[src/rtl/vlg_echo_pkg.sv]
// -----------------------------------------------------------------------------
// vlg_echo_pkg
// Shared definitions for the multi-channel ultrasonic echo timer:
//   - sequencer state encoding
//   - default timing constants in 1 us ticks
//   - distance conversion factor used by the downstream distance logic
// -----------------------------------------------------------------------------
package vlg_echo_pkg;

    typedef enum logic [2:0] {
        ST_IDLE = 3'd0,
        ST_TRIG = 3'd1,
        ST_WAIT = 3'd2,
        ST_MEAS = 3'd3,
        ST_GAP  = 3'd4
    } state_e;

    // 26011 ticks of round-trip echo correspond to 4500 mm of range.
    localparam int unsigned T_MAX_DEF   = 26011;
    localparam int unsigned TRIG_US_DEF = 10;
    localparam int unsigned GAP_US_DEF  = 60000;

    // 0.173 mm per us of echo, unsigned Q0.16 (0.173 * 65536 rounded).
    localparam int unsigned MM_PER_US_Q16 = 11338;

endpackage

[src/rtl/vlg_echo_sync.sv]
// -----------------------------------------------------------------------------
// vlg_echo_sync
// Brings one asynchronous echo input into the i_clk domain and flags its edges.
// Ports:
//   i_clk    system clock
//   i_rst_n  asynchronous active-low reset
//   i_echo   raw asynchronous echo pin
//   o_pos    one-cycle pulse on a rising edge of the synchronised echo
//   o_neg    one-cycle pulse on a falling edge of the synchronised echo
// Pin-to-pulse latency is SYNC_STAGES + 1 clock cycles.
// -----------------------------------------------------------------------------
module vlg_echo_sync #(
    parameter int SYNC_STAGES = 2
) (
    input  logic i_clk,
    input  logic i_rst_n,
    input  logic i_echo,
    output logic o_pos,
    output logic o_neg
);

    logic [SYNC_STAGES-1:0] sync_q, sync_d;
    logic                   level_q, level_d;
    logic                   pos_q, pos_d;
    logic                   neg_q, neg_d;

    always_comb begin
        sync_d  = {sync_q[SYNC_STAGES-2:0], i_echo};
        level_d = sync_q[SYNC_STAGES-1];
        pos_d   = sync_q[SYNC_STAGES-1] & ~level_q;
        neg_d   = ~sync_q[SYNC_STAGES-1] & level_q;
    end

    always_ff @(posedge i_clk or negedge i_rst_n) begin
        if (!i_rst_n) begin
            sync_q  <= '0;
            level_q <= 1'b0;
            pos_q   <= 1'b0;
            neg_q   <= 1'b0;
        end else begin
            sync_q  <= sync_d;
            level_q <= level_d;
            pos_q   <= pos_d;
            neg_q   <= neg_d;
        end
    end

    assign o_pos = pos_q;
    assign o_neg = neg_q;

endmodule

[src/rtl/vlg_echo_mch.sv]
// -----------------------------------------------------------------------------
// vlg_echo_mch
// Multi-channel ultrasonic ranging sequencer and echo timer. Triggers each of
// CH_NUM sensors in turn, times its echo in 1 us ticks, flags missing or
// over-range echoes and leaves a quiet gap before the next channel.
// Ports:
//   i_clk      system clock
//   i_rst_n    asynchronous active-low reset
//   i_clk_en   1 us tick, one i_clk cycle wide
//   i_start    start one sweep (ignored while busy)
//   i_cont     restart the sweep after the last channel's gap
//   i_echo     asynchronous echo inputs, one per channel
//   o_trig     trigger outputs, at most one high
//   o_t_us     per-channel result, channel k at [k*CNT_W +: CNT_W]
//   o_valid    one-cycle pulse when channel k's result updates
//   o_timeout  channel k's latest result is a timeout / saturation
//   o_busy     sequencer is not idle
// -----------------------------------------------------------------------------
module vlg_echo_mch
    import vlg_echo_pkg::*;
#(
    parameter int CH_NUM      = 4,
    parameter int CNT_W       = 16,
    parameter int T_MAX       = T_MAX_DEF,
    parameter int TRIG_US     = TRIG_US_DEF,
    parameter int GAP_US      = GAP_US_DEF,
    parameter int SYNC_STAGES = 2
) (
    input  logic                    i_clk,
    input  logic                    i_rst_n,
    input  logic                    i_clk_en,
    input  logic                    i_start,
    input  logic                    i_cont,
    input  logic [CH_NUM-1:0]       i_echo,
    output logic [CH_NUM-1:0]       o_trig,
    output logic [CH_NUM*CNT_W-1:0] o_t_us,
    output logic [CH_NUM-1:0]       o_valid,
    output logic [CH_NUM-1:0]       o_timeout,
    output logic                    o_busy
);

    localparam int CH_W = (CH_NUM > 1) ? $clog2(CH_NUM) : 1;
    localparam logic [CH_W-1:0]  CH_LAST = CH_W'(CH_NUM - 1);
    localparam logic [CNT_W-1:0] TMAX_C  = CNT_W'(T_MAX);
    localparam logic [CNT_W-1:0] TRIG_C  = CNT_W'(TRIG_US);
    localparam logic [CNT_W-1:0] GAP_C   = CNT_W'(GAP_US);

    logic [CH_NUM-1:0] pos_v, neg_v;

    for (genvar g = 0; g < CH_NUM; g++) begin : g_sync
        vlg_echo_sync #(.SYNC_STAGES(SYNC_STAGES)) u_sync (
            .i_clk   (i_clk),
            .i_rst_n (i_rst_n),
            .i_echo  (i_echo[g]),
            .o_pos   (pos_v[g]),
            .o_neg   (neg_v[g])
        );
    end

    state_e            state_q, state_d;
    logic [CNT_W-1:0]  cnt_q, cnt_d, cnt_adv;
    logic [CH_W-1:0]   ch_q, ch_d;
    logic [CNT_W-1:0]  t_us_q [CH_NUM];
    logic [CNT_W-1:0]  t_us_d [CH_NUM];
    logic [CH_NUM-1:0] valid_q, valid_d;
    logic [CH_NUM-1:0] timeout_q, timeout_d;
    logic [CH_NUM-1:0] trig_q, trig_d;

    always_comb begin
        state_d   = state_q;
        cnt_d     = cnt_q;
        ch_d      = ch_q;
        t_us_d    = t_us_q;
        timeout_d = timeout_q;
        valid_d   = '0;
        trig_d    = '0;
        // Each state only advances while below its own limit, so the counter
        // parks at the limit instead of wrapping.
        cnt_adv   = i_clk_en ? cnt_q + 1'b1 : cnt_q;

        case (state_q)
            ST_IDLE: begin
                if (i_start) begin
                    state_d = ST_TRIG;
                    ch_d    = '0;
                end
            end
            ST_TRIG: begin
                if (cnt_q == TRIG_C) state_d = ST_WAIT;
                else                 cnt_d   = cnt_adv;
            end
            ST_WAIT: begin
                if (pos_v[ch_q]) begin
                    state_d = ST_MEAS;
                end else if (cnt_q == TMAX_C) begin
                    t_us_d[ch_q]    = TMAX_C;
                    timeout_d[ch_q] = 1'b1;
                    valid_d[ch_q]   = 1'b1;
                    state_d         = ST_GAP;
                end else begin
                    cnt_d = cnt_adv;
                end
            end
            ST_MEAS: begin
                // A falling edge in the same cycle as the limit still counts
                // as a genuine measurement.
                if (neg_v[ch_q]) begin
                    t_us_d[ch_q]    = cnt_q;
                    timeout_d[ch_q] = 1'b0;
                    valid_d[ch_q]   = 1'b1;
                    state_d         = ST_GAP;
                end else if (cnt_q == TMAX_C) begin
                    t_us_d[ch_q]    = TMAX_C;
                    timeout_d[ch_q] = 1'b1;
                    valid_d[ch_q]   = 1'b1;
                    state_d         = ST_GAP;
                end else begin
                    cnt_d = cnt_adv;
                end
            end
            ST_GAP: begin
                if (cnt_q == GAP_C) begin
                    if (ch_q != CH_LAST) begin
                        ch_d    = ch_q + 1'b1;
                        state_d = ST_TRIG;
                    end else if (i_cont) begin
                        ch_d    = '0;
                        state_d = ST_TRIG;
                    end else begin
                        state_d = ST_IDLE;
                    end
                end else begin
                    cnt_d = cnt_adv;
                end
            end
            default: state_d = ST_IDLE;
        endcase

        if (state_d != state_q) cnt_d = '0;
        // Trigger is registered from the next state so the pin is glitch-free.
        if (state_d == ST_TRIG) trig_d[ch_d] = 1'b1;
    end

    always_ff @(posedge i_clk or negedge i_rst_n) begin
        if (!i_rst_n) begin
            state_q   <= ST_IDLE;
            cnt_q     <= '0;
            ch_q      <= '0;
            valid_q   <= '0;
            timeout_q <= '0;
            trig_q    <= '0;
            for (int k = 0; k < CH_NUM; k++) t_us_q[k] <= '0;
        end else begin
            state_q   <= state_d;
            cnt_q     <= cnt_d;
            ch_q      <= ch_d;
            valid_q   <= valid_d;
            timeout_q <= timeout_d;
            trig_q    <= trig_d;
            t_us_q    <= t_us_d;
        end
    end

    always_comb begin
        o_t_us = '0;
        for (int k = 0; k < CH_NUM; k++) o_t_us[k*CNT_W +: CNT_W] = t_us_q[k];
    end

    assign o_trig    = trig_q;
    assign o_valid   = valid_q;
    assign o_timeout = timeout_q;
    assign o_busy    = (state_q != ST_IDLE);

endmodule

[config.mk]
export PLATFORM = sky130hd
export DESIGN_NAME = vlg_echo_mch
export DESIGN_NICKNAME = d
export VERILOG_FILES = /design/src/rtl/vlg_echo_pkg.sv /design/src/rtl/vlg_echo_sync.sv /design/src/rtl/vlg_echo_mch.sv
export SDC_FILE = /design/constraint.sdc
export NUM_CORES = 1
export LEC_CHECK = 0
export CELL_PAD_IN_SITES_DETAIL_PLACEMENT = 2
export CELL_PAD_IN_SITES_GLOBAL_PLACEMENT = 2
export CORE_MARGIN = 2
export CORE_UTILIZATION = 35
export CTS_CLUSTER_DIAMETER = 100
export DETAILED_ROUTE_END_ITERATION = 12
export PLACE_DENSITY_LB_ADDON = 0.1
export SLEW_MARGIN = 20
export SYNTH_ARGS = -nofsm -noshare
export SYNTH_HDL_FRONTEND = slang
export SYNTH_SLANG_ARGS = --single-unit
[constraint.sdc]
create_clock -name i_clk -period 3.14 [get_ports i_clk]
set_input_delay 0.628 -clock i_clk [delete_from_list [all_inputs] [get_ports i_clk]]
set_output_delay 0.628 -clock i_clk [all_outputs]
set_load 0.02 [all_outputs]
Word level (Yosys, flattened, before mapping). Index checks and enable logic that the tools add are counted.

Logic and storage cells: 127. Register bits after elaboration: 117.

Bitwise gates (word level): 23. Magnitude comparators: 6. Reductions and logical operators: 9. Equal/unequal tests: 15. Add/subtract/negate cells: 2. Multiplexer cells: 46.

Operators with widths (count): two-way mux 64 bit (3); two-way mux 16 bit (8); one-hot mux 64 bit (2 select lines) (1); bitwise mux 64 bit (1); one-hot mux 16 bit (4 select lines) (1); bitwise OR 36 bit (1); demux 16 bit (select 2 bit) (1); AND 28 bit (1); two-way mux 4 bit (7); inverter 28 bit (1); two-way mux 3 bit (6); adder 16 x 1 -> 16 bit, second input constant (1); equality test 16 x 15 -> 1 bit, second input constant (1); equality test 16 bit, second input constant (1); equality test 16 x 4 -> 1 bit, second input constant (1); one-hot mux 4 bit (2 select lines) (2); one-hot mux 3 bit (5 select lines) (1); inequality test 3 bit, second input constant (4); AND 1 bit (8); two-way mux 2 bit (4); inverter 1 bit (8); equality test 3 x 1 -> 1 bit, second input constant (2); equality test 3 x 2 -> 1 bit, second input constant (2); less-than comparator 2 x 3 -> 1 bit, second input constant (2); other kinds (22) (33).

Logic depth before layout (Yosys ltp).
Depth after elaboration: 10. Depth in mapped cells: 9. Mapped depth without buffers: 8.

By module. Synthesis repeated with hierarchy kept, for this count alone.

Cell total of the unflattened synthesis: 389. Area total of the unflattened synthesis: 4862.2 µm².

Modules (own cells, without submodules): vlg_echo_mch (cells an instance 361, area each 4301.6 µm², instances 1); vlg_echo_sync (cells an instance 7, area each 140.1 µm², instances 4).

Least setup slack after synthesis. No wires, ideal clock.

Path kind: reg2reg. Start: register cnt_q[4]. End: register trig_q[3], in the netlist o_trig[3]. Cell stages (with the launch flop): 7. Data arrival time: 2.260 ns. Slack: 0.759 ns. Buffers on the path: 1. Clock period less this slack: 2.381 ns. Required time: 3.019 ns. Cells stage by stage: dfrtp_1 > buf_6 > or4_4 > or4_4 > o41ai_2 > a21oi_2 > and4bb_2.

Longest elaborated chain between the ends: 8. Elaborated cells on any way between the ends: 18. Classes of those cells: order compare (2); eq/ne (4); mux (11); reduce/logical (1).

Ends and longest elaborated chain: from (decl) (RTL line vlg_echo_mch.sv:61) `logic [CNT_W-1:0] cnt_q, cnt_d, cnt_adv;`; from (signal assigned) (RTL line vlg_echo_mch.sv:155) `cnt_q <= cnt_d;`; equality test 16 bit (*) (RTL line vlg_echo_mch.sv:122) `if (cnt_q == GAP_C) begin`; two-way mux 2 bit (*) (RTL line vlg_echo_mch.sv:122); one-hot mux 2 bit (2 select lines) (*) (RTL line vlg_echo_mch.sv:81) `case (state_q)`; named net ch_d[1] (RTL line vlg_echo_mch.sv:62) `logic [CH_W-1:0] ch_q, ch_d;`; less-than comparator 2 x 3 -> 1 bit (not written as such) / greater-or-equal comparator 2 x 1 -> 1 bit (equally long branches) (RTL line vlg_echo_mch.sv:141) `if (state_d == ST_TRIG) trig_d[ch_d] = 1'b1;`; logical AND 1 bit (not written as such) (RTL line vlg_echo_mch.sv:141); two-way mux 1 bit (not written as such) (RTL line vlg_echo_mch.sv:141); demux 1 bit (select 2 bit) (*) (RTL line vlg_echo_mch.sv:141); two-way mux 4 bit (*) (RTL line vlg_echo_mch.sv:141); named net trig_d[3] (RTL line vlg_echo_mch.sv:67) `logic [CH_NUM-1:0] trig_q, trig_d;`; to (signal assigned) (RTL line vlg_echo_mch.sv:159) `trig_q <= trig_d;`; to (decl) (RTL line vlg_echo_mch.sv:67).

The timed path passes the listed nets; every way through them passes the cells marked *. A chain may end at the register's enable or synchronous reset.

Worst setup path after layout.
Start: register cnt_q[4]. End: register cnt_q[12].

Longest elaborated chain between the ends: 7. Elaborated cells on any way between the ends: 25. Classes of those cells: add/sub (1); eq/ne (8); mux (14); reduce/logical (2).

Ends and longest elaborated chain: parallel branches: the longest is 7 deep, another holds adder 16 x 1 -> 16 bit.

Parallel ways; which one is timed is not known. The select of a mux whose other input is x is not followed.

==> impl_metrics.csv <==
group,metric,value,unit
timing,worst_pin_slew,967,ps
timing,hold_viol,0,
synthesis,syn_avg_cell_area,12.4,µm²
timing,finalSetupTns,0,ps
routing,via_per_inst,5.46,
setup_path,criticalPathCategory,"reg -> reg",
setup_path,cp_slowest_cell,"or4_4",
timing,setup_slack,310,ps
routing,drtIter0Drc,168,
finish,final_nets,501,
clock_tree,cts_sinks,117,
finish,multi_input_area,1740,µm²
die,die_w,122,µm
clock_tree,clk_latency,410,ps
place,place.gp.congestion,0.772,
setup_path,crit_buf_inv,0,
status,status,"finished clean",
timing,min_period,2830,ps
hold_path,hold_path.class,"in -> async",
setup_path,cp-start-kind,"flop",
clock_tree,clock_path_buffers,2,
grt,grt_use_total,0.206,
place,port-buffer-count,85,
synthesis,synth-compound-area-share,0.174,
synthesis,syn_nets,405,
setup_path,cp_top_family,"simple AND/OR/NAND/NOR gates",
synthesis,synth_adder_area_share,0.0181,
finish,stdcell_area,6470,µm²
place,dp_hpwl,9.93,mm
synthesis,synth.distinct_cells,53,
setup_path,cpPeakStageDelay,600,ps
timing,slew_headroom,0.353,
finish,syn_to_final_growth,33.8,%
finish,final_cell_mix,"dfrtp_1, clkdlybuf4s50_1, a22o_1, nor2_1, o22a_1",
synthesis,async_reset_ff_frac,1.00,
finish,register_area,2930,µm²
setup_path,cp.required,3430,ps
setup_path,cp_data_arrival_time,3120,ps
grt,grt_first_pass_wirelength,22.7,mm
clock_tree,clk_pin_slew_worst_paths,60,ps
timing,clock_skew,8.33,ps
routing,post-route-drc-count,0,
setup_path,cpMostUsedCell,"or4_4",
clock_tree,cts_resized,0,
clock_tree,cts_buffers,17,
die,top_level_ports,86,
timing,clock.fmax,353,MHz
routing,wl,14.0,mm
flow_run,cap_violations,0,
finish,drive_above_1_share,0.145,
clock_tree,cts_setup_buffers,0,
synthesis,synthFlopType,"dfrtp_1",
setup_path,cp_cell_sequence,"or4_4, or4_4, nand4_1, a2111oi_0, xnor2_1, nor2_1",
setup_path,endpoint_kind,"flop",
grt,gr-total-overflow,0,
power_and_ir_drop,p_leak,2.82,nW
place,dp_slack,337,ps
grt,grt_pass1_vias,4023,
synthesis,ys_warn_count,0,
synthesis,synth_edf_count,0,
clock_tree,cts-root-buf,"clkbuf_16",
clock_tree,cts_tree,"yes",
synthesis,syn-instance-count,389,
timing,period_share,0.901,
grt,grt_max_degree,40,
setup_path,cp.depth,6,
synthesis,synth-simple-area-share,0.132,
finish,diodes,0,
setup_path,rr_worst_depth,6,
power_and_ir_drop,p_total,0.00448,W
timing,rsz0062_at_grt,"no",
grt,antenna_found_initial,0,
timing,finalSetupViolations,0,
setup_path,cp_max_fo,14,
die,die_area,14800,µm²
synthesis,synthMuxAreaShare,0.0114,
clock_tree,cts_hold_buf,0,
place,place_area,5930,µm²
synthesis,synth_xor_area_frac,0.0235,
routing,drt_pass1_iterations,4,
die,core-area,13300,µm²
synthesis,ys_ff_latch,117,
routing,post_drt_wl_per_cell,20.8,µm
synthesis,synth_top_family_by_area,"compound AO/OA/AOI/OAI gates",
synthesis,yosysSeqAreaShare,0.605,
routing,ant_nets,0,
die,fp.dieH,122,µm
synthesis,netlist_area,4840,µm²
power_and_ir_drop,powerDensity,692,nW/µm²
timing,slew_viol_final,0,
power_and_ir_drop,ir_drop,356,µV
clock_tree,cts_max_level,4,
finish,fill_cells,1311,
die,rows,42,
routing,via_count,3678,
die,start_util,0.362,
finish,layout_commonest_cell,"dfrtp_1",
-- flip-flops by register name, indices dropped and copies added, names as in the netlist --
| name | flops |
|---|---|
| ch_q | 2 |
| g_sync.u_sync.level_q | 4 |
| g_sync.u_sync.o_neg | 4 |
| o_t_us | 64 |
| g_sync.u_sync.sync_q | 8 |
| g_sync.u_sync.o_pos | 4 |
| cnt_q | 16 |
| o_timeout | 4 |
| o_valid | 4 |
| state_q | 3 |
| o_trig | 4 |
-- cell usage after synthesis, types with 4 or more instances --
cell,number,share of area
inv_1,10,0.0078
nor3b_1,4,0.0062
or3_1,4,0.0052
o22a_1,20,0.036
nand2b_1,4,0.0052
o21ai_0,4,0.0041
nand3_1,13,0.013
a21oi_1,17,0.018
and2_1,5,0.0065
nor2b_1,8,0.010
clkbuf_1,16,0.012
nor2_1,24,0.019
dfrtp_1,117,0.61
buf_2,5,0.0052
xnor2_1,13,0.024
a2bb2oi_1,12,0.022
inv_2,4,0.0031
o21ai_2,4,0.0072
a22o_1,28,0.051
nand2_1,13,0.010
ha_1,7,0.018
o22a_2,4,0.0083
nand4_1,9,0.012
-- power breakdown --
part,leakage [nW],switching (W),internal [W]
sequential,1.58,0.000128,0.00164
combinational,0.976,0.000537,0.000396
clock,0.267,0.000656,0.00112
total,2.82,0.00132,0.00316
-- per-stage QoR --
| stage | cells | hold WS (ps) | utilization |
|---|---|---|---|
| after floorplan | 389 | 331 | - |
| after global placement | 642 | 332 | 0.444 |
| after detailed placement | 642 | 340 | 0.444 |
| after CTS | 674 | 177 | 0.485 |
| after global routing | 674 | 205 | 0.485 |
| final | 674 | 180 | 0.485 |
-- logic make-up after synthesis --
logic type               Yosys count
adder cells (fa/ha/maj)            7
XOR/XNOR                          13
buffers and inverters             39
AO/OA/AOI/OAI                    104
multiplexers                       3
AND/OR/NAND/NOR                  106
flip-flops                       117
-- cell type report --
| class | instances | area share |
|---|---|---|
| multi-input cells | 233 | 0.268 |
| well taps | 176 | 0.0340 |
| clock inverters | 9 | 0.0122 |
| inverters | 14 | 0.00812 |
| flip-flops and latches | 117 | 0.452 |
| clock buffers | 23 | 0.0723 |
| repair buffers | 102 | 0.153 |
-- metal layers --
metal  share of wire  vias up  global-route usage
met5               0        -                   0
met4           0.014        0              0.0740
met3           0.034       18              0.0492
met2            0.50       94               0.338
met1            0.45     1943               0.267
li1                -     1623                   -
-- worst paths after layout --
kind | slack, ps | end | start
min reg2reg | 350 | g_sync[3].u_sync.sync_q[1]$_DFF_PN0_ | g_sync[3].u_sync.sync_q[0]$_DFF_PN0_
max | 310 | cnt_q[12]$_DFFE_PN0P_ | cnt_q[4]$_DFFE_PN0P_
min in group i_clk | 350 | g_sync[3].u_sync.sync_q[1]$_DFF_PN0_ | g_sync[3].u_sync.sync_q[0]$_DFF_PN0_
min | 180 | o_trig[3]$_DFF_PN0_ | i_rst_n
max reg2reg | 310 | cnt_q[12]$_DFFE_PN0P_ | cnt_q[4]$_DFFE_PN0P_
max in group asynchronous | 2230 | cnt_q[7]$_DFFE_PN0P_ | i_rst_n
No activity file was read; power rests on OpenSTA's default activity.
